===== config.mk =====
export PLATFORM = sky130hd
export DESIGN_NAME = mc_move_selector
export DESIGN_NICKNAME = d
export VERILOG_FILES = /design/src/rtl/mc_move_selector.sv
export SDC_FILE = /design/constraint.sdc
export NUM_CORES = 1
export LEC_CHECK = 0
export CAP_MARGIN = 10
export CORE_MARGIN = 3
export CORE_UTILIZATION = 50
export CTS_BUF_LIST = sky130_fd_sc_hd__clkbuf_16
export DETAILED_ROUTE_END_ITERATION = 8
export PLACE_DENSITY = 0.86
export SLEW_MARGIN = 10
export SYNTH_ARGS = -nofsm -noshare
export SYNTH_HDL_FRONTEND = slang
export SYNTH_SLANG_ARGS = --single-unit

===== constraint.sdc =====
create_clock -name clk -period 4.4 [get_ports clk]
set_clock_uncertainty 0.2 [all_clocks]
set_input_delay 0.44 -clock clk [delete_from_list [all_inputs] [get_ports clk]]
set_output_delay 0.44 -clock clk [all_outputs]
set_load 0.02 [all_outputs]

===== src/rtl/mc_move_selector.sv =====
`default_nettype none
// ============================================================================
// Module   : mc_move_selector
// Brief    : Sweeps the Monte Carlo statistics engine over the four candidate
//            first moves, scores each by its accumulated move total and
//            reports the best direction.
// Revision : 1.0 - initial release
// ============================================================================
module mc_move_selector #(
  parameter int unsigned TRIALS          = 256,
  parameter int unsigned TIMEOUT         = 32'd16777216,
  parameter int unsigned STAT_RST_CYCLES = 2
) (
  input  logic        clk,
  input  logic        rst,
  input  logic        start,
  input  logic [79:0] board_in,
  input  logic [7:0]  seed_in,
  input  logic [2:0]  prob_in,
  output logic        busy,
  output logic        done,
  output logic [1:0]  best_dir,
  output logic [31:0] best_score,
  output logic [15:0] best_max,
  output logic [3:0]  timeout_mask,
  output logic        stat_rst,
  output logic [1:0]  stat_restrected,
  output logic [2:0]  stat_restrect_prob,
  output logic [79:0] stat_board,
  output logic [7:0]  stat_seed,
  input  logic [31:0] stat_total_move_count,
  input  logic [15:0] stat_max_move_count,
  input  logic [31:0] stat_total_trial_count
);

  localparam logic [31:0] C_TRIALS       = TRIALS;
  localparam logic [31:0] C_TIMEOUT_LAST = TIMEOUT - 1;
  localparam logic [31:0] C_CLEAR_LAST   = STAT_RST_CYCLES - 1;
  localparam logic [7:0]  C_SEED_SUBST   = 8'h5A;

  typedef enum logic [2:0] {
    S_IDLE  = 3'd0,
    S_CLEAR = 3'd1,
    S_RUN   = 3'd2,
    S_CMP   = 3'd3,
    S_DONE  = 3'd4
  } state_t;

  state_t      r_state;
  state_t      w_next;

  logic [79:0] r_board;
  logic [7:0]  r_seed;
  logic [1:0]  r_dir;
  logic [31:0] r_cnt;
  logic [31:0] r_score;
  logic [15:0] r_max;
  logic [1:0]  r_best_dir;
  logic [31:0] r_best_score;
  logic [15:0] r_best_max;
  logic [3:0]  r_timeout_mask;

  logic        w_trial_hit;
  logic        w_timeout_hit;
  logic        w_better;
  logic        w_clear_end;
  logic [7:0]  w_seed_mix;

  // The trial budget is checked before the timeout so a simultaneous hit
  // counts as a real result, not a timeout.
  assign w_trial_hit   = (stat_total_trial_count >= C_TRIALS);
  assign w_timeout_hit = (r_cnt == C_TIMEOUT_LAST);
  assign w_clear_end   = (r_cnt == C_CLEAR_LAST);
  // Strictly greater keeps the lower direction on ties; direction 0 always loads.
  assign w_better      = (r_dir == 2'd0) || (r_score > r_best_score);
  assign w_seed_mix    = r_seed ^ {6'b0, r_dir};

  // State register.
  always_ff @(posedge clk) begin
    if (rst) r_state <= S_IDLE;
    else     r_state <= w_next;
  end

  // Next-state logic and state-decoded control outputs.
  always_comb begin
    w_next   = r_state;
    busy     = 1'b0;
    done     = 1'b0;
    stat_rst = 1'b1;
    case (r_state)
      S_IDLE: begin
        if (start) w_next = S_CLEAR;
      end
      S_CLEAR: begin
        busy = 1'b1;
        if (w_clear_end) w_next = S_RUN;
      end
      S_RUN: begin
        busy     = 1'b1;
        stat_rst = 1'b0;
        if (w_trial_hit || w_timeout_hit) w_next = S_CMP;
      end
      S_CMP: begin
        busy   = 1'b1;
        w_next = (r_dir == 2'd3) ? S_DONE : S_CLEAR;
      end
      S_DONE: begin
        done   = 1'b1;
        w_next = S_IDLE;
      end
      default: w_next = S_IDLE;
    endcase
  end

  // Datapath: latched inputs, cycle counter, per-direction score and best result.
  always_ff @(posedge clk) begin
    if (rst) begin
      r_board        <= '0;
      r_seed         <= '0;
      r_dir          <= '0;
      r_cnt          <= '0;
      r_score        <= '0;
      r_max          <= '0;
      r_best_dir     <= '0;
      r_best_score   <= '0;
      r_best_max     <= '0;
      r_timeout_mask <= '0;
    end else begin
      case (r_state)
        S_IDLE: begin
          if (start) begin
            r_board        <= board_in;
            r_seed         <= seed_in;
            r_dir          <= 2'd0;
            r_cnt          <= '0;
            r_timeout_mask <= '0;
          end
        end
        S_CLEAR: begin
          r_cnt <= w_clear_end ? 32'd0 : r_cnt + 32'd1;
        end
        S_RUN: begin
          r_cnt <= r_cnt + 32'd1;
          if (w_trial_hit) begin
            r_score <= stat_total_move_count;
            r_max   <= stat_max_move_count;
          end else if (w_timeout_hit) begin
            r_score               <= '0;
            r_max                 <= '0;
            r_timeout_mask[r_dir] <= 1'b1;
          end
        end
        S_CMP: begin
          if (w_better) begin
            r_best_dir   <= r_dir;
            r_best_score <= r_score;
            r_best_max   <= r_max;
          end
          if (r_dir != 2'd3) begin
            r_dir <= r_dir + 2'd1;
            r_cnt <= '0;
          end
        end
        default: ;
      endcase
    end
  end

  assign best_dir           = r_best_dir;
  assign best_score         = r_best_score;
  assign best_max           = r_best_max;
  assign timeout_mask       = r_timeout_mask;
  assign stat_restrected    = r_dir;
  assign stat_restrect_prob = prob_in;
  assign stat_board         = r_board;
  // A zero seed would lock up the engine's generator, so it is substituted.
  assign stat_seed          = (w_seed_mix == 8'd0) ? C_SEED_SUBST : w_seed_mix;

endmodule
`default_nettype wire


==> impl_metrics.py <==
metrics = {
    "final_layout": {
        "drive_above_1_share_pct": 4.062,
        "utilization_pct": 72.66,
        "area_delta_synth_final_pct": 41.31,
        "fillers": 1394,
        "n_antenna_cell": 0,
        "finalNetCount": 1621,
    },
    "power_and_ir_drop": {
        "p_int_mw": 3.856,
        "netSwitchingFraction_pct": 27.19,
        "p_leak_nw": 5.198,
        "clockPowerShare_pct": 38.3,
        "vdd_drop_max_mv": 0.2888,
        "combPwrFrac_pct": 19.3,
        "p_seq_share_pct": 42.4,
        "p_per_area_nw_per_um2": 385.8,
        "p_sw_mw": 1.440,
    },
    "routing": {
        "routed_wl_mm": 26.71,
        "vias": 8749,
        "drtAntennaViolNets": 0,
        "wire_per_inst_um": 15.83,
        "drtIter0Drc": 479,
        "viasPerCell": 5.183,
        "drc": 0,
        "dr.pass1.iters": 5,
    },
    "synth": {
        "synth.most_common_cell": "dfxtp_1",
        "yosys_register_bits": 227,
        "synth_flop_cell": "dfxtp_1",
        "seq_area_frac_synth_pct": 46.78,
        "synth.top_cells.by_area": "dfxtp_1 47%, nand2_1 7.7%, nand2b_1 6.7%, a21oi_1 5.8%, mux2i_1 5.2%",
        "syn_avg_cell_area_um2": 8.514,
        "syn_inst": 1141,
        "ys_top_cells_by_count": "227 x dfxtp_1, 199 x nand2_1, 112 x a21oi_1, 104 x nand2b_1, 88 x nor2_1",
        "synth_nets": 1353,
        "synthDistinctLibCells": 50,
        "ys_warn_count": 0,
        "synth.cell_area_um2": 9714,
        "synthArstFlopShare_pct": 0,
        "synth_top_area_share_pct": 46.78,
        "synth_edf_count": 0,
        "yosysTopAreaCell": "dfxtp_1",
    },
    "clock_tree": {
        "insertion_delay_ns": 0.52,
        "post_cts_resized": 0,
        "path_clk_slew_ns": 0.06,
        "clockRootBuffer": "clkbuf_16",
        "cts.htree.levels": 1,
        "cts.sinks": 227,
        "cts_buffers": 25,
        "cts_tree": "done",
        "ctsHoldBuffers": 0,
        "postCtsSetupBuffers": 0,
        "cts_max_path_buffers": 3,
    },
    "setup_path": {
        "cpPeakStageDelay_ns": 0.65,
        "arrival_ns": 2.45,
        "worst_r2r_startpoint": "best_score[27]$_SDFFE_PP0P_",
        "cp-start-kind": "flip-flop",
        "critPathBufInv": 1,
        "path_depth": 5,
        "critPathSlowestCell": "clkdlybuf4s50_1",
        "cp_cell_sequence": "nor4_1 > nand2_1 > or3b_2 > nand2b_1 > clkdlybuf4s50_1",
        "critPathRequiredTime_ns": 3.76,
        "crit_type": "flip-flop to output pin",
        "r2r_cells": 9,
        "path_delay_family": "simple AND/OR/NAND/NOR gates",
        "worstSetupEndpointType": "output pin",
        "crit_start": "r_seed[4]$_SDFFE_PP0P_",
        "crit_fanout": 4,
    },
    "floorplan": {
        "die_w_um": 145.4,
        "die-area_um2": 21140,
        "die_y_um": 145.4,
        "rows": 50,
        "coreArea_um2": 18890,
        "initial_utilization_pct": 51.42,
        "ios": 324,
    },
    "sta": {
        "tightest_slew_ns": 0.9191,
        "maxSlewHeadroom_pct": 38.72,
        "fin_setup_tns_ns": 0,
        "fmax_mhz": 323.9,
        "hold_viol_final": 0,
        "setup_viol": 0,
        "fin_crit_sh_pct": 70.17,
        "fin_ws_ns": 1.313,
        "timing.final.crit_period_ns": 3.087,
        "grt_setup_unrepaired": "no",
        "slew_viol_final": 0,
    },
    "global_routing": {
        "antenna_found_initial": 0,
        "grt-ovfl-total": 0,
        "grtUsageTotal_pct": 24.31,
        "grt_max_degree": 136,
        "grt_pass1_wl_mm": 43.28,
        "grt_use_met2_pct": 43.47,
        "grt_util_met1_pct": 28.23,
        "busiest_layer": "met2",
        "grt_pass1_vias": 8594,
        "met3_usage_pct": 7.101,
    },
    "place": {
        "dp_hpwl_mm": 18.78,
        "gp_congestion": 0.8245,
        "place_ws_ns": 1.424,
        "port_buffers": 309,
    },
    "status": {
        "status": "complete, no violations",
    },
    "worst_hold_path": {
        "hold_path_depth": 2,
        "hold_class": "flip-flop to flip-flop",
        "min_from": "r_max[5]$_SDFFE_PP0P_",
    },
    "flow_run": {
        "cap_violations": 0,
    },
}
[layer usage]
metal	routed length (um)	share of wire, %	vias up
li1	-	-	4370
met1	10540	39	4054
met2	13170	49	283
met3	2227	8.3	42
met4	769	2.9	0
met5	0	0	-
[path summary, 6_finish.rpt]
check,to,slack [ns]
max,stat_seed[3],1.31
min,best_max[5]$_SDFFE_PP0P_,0.25
max reg2reg,best_score[28]$_SDFFE_PP0P_,1.45
min reg2reg,best_max[5]$_SDFFE_PP0P_,0.25
[final cells by class]
cell class                 instances  area, um2  area share (%)
clock buffer                      25      625.6           4.557
clock inverter                    21      172.7           1.258
inverter                          41      153.9           1.121
multi-input combinational        797       4738           34.52
sequential                       227       4544           33.11
tap                              260      325.3           2.370
timing repair buffer             317       3167           23.07
[worst reg2reg max path: cells and delay by family, from the launching register on]
kind,cells,cell delay [ns]
simple gates,2,0.76
buf+inv,2,0.51
compound gates,3,0.48
flops,1,0.37
fa+ha+maj,1,0.31
mux,1,0.24
[registers in the layout, indices dropped and copies added, names as in the netlist]
| name | cells |
|---|---|
| stat_board | 80 |
| best_score | 32 |
| r_cnt | 32 |
| r_score | 32 |
| best_max | 16 |
| r_max | 16 |
| r_seed | 8 |
| timeout_mask | 4 |
| r_state | 3 |
| best_dir | 2 |
| stat_restrected | 2 |
[power by group through the flow]
stage	sequential [mW]	combinational, mW	clock (mW)
2_1_floorplan	2.35	0.499	0
6_report	2.24	1.02	2.03
3_5_place_dp	2.29	1.03	0
3_3_place_gp	2.28	1.01	0
5_1_grt	2.26	1.11	2.15
4_1_cts	2.24	1.03	2.07
[logic make-up after synthesis]
family / share of synthesized area [%]
fa+ha+maj: 4.894
simple gates: 24.19
xor+xnor: 2.344
flops: 46.78
compound gates: 11.81
mux: 5.152
buf+inv: 4.830
[per-stage QoR]
stage / hold WS, ns / instances / area [um2] / power (mW)
after detailed placement: 0.2453 / 1642 / 12930 / 3.312
after global routing: 0.2595 / 1688 / 13730 / 5.525
after CTS: 0.2421 / 1688 / 13730 / 5.347
after floorplan: 0.2439 / 1141 / 9714 / 2.853
final: 0.2496 / 1688 / 13730 / 5.295
after global placement: 0.2404 / 1642 / 12930 / 3.293
[placed cells by master (no fill, tap or decap), types with 4 or more instances in the layout]
master	n
clkdlybuf4s50_1	308
dfxtp_1	227
nand2_1	198
a21oi_1	112
nand2b_1	104
nor2_1	88
mux2i_1	50
a22oi_1	49
inv_1	46
ha_1	38
clkbuf_16	25
nor3_1	21
nor4_1	16
nand4_1	16
xnor2_1	15
or3_1	12
xor2_1	11
nand3_1	11
o21ai_0	11
buf_4	7
clkinv_1	6
clkinv_2	5
a31oi_1	4
Power figures use the tool's default switching activity.
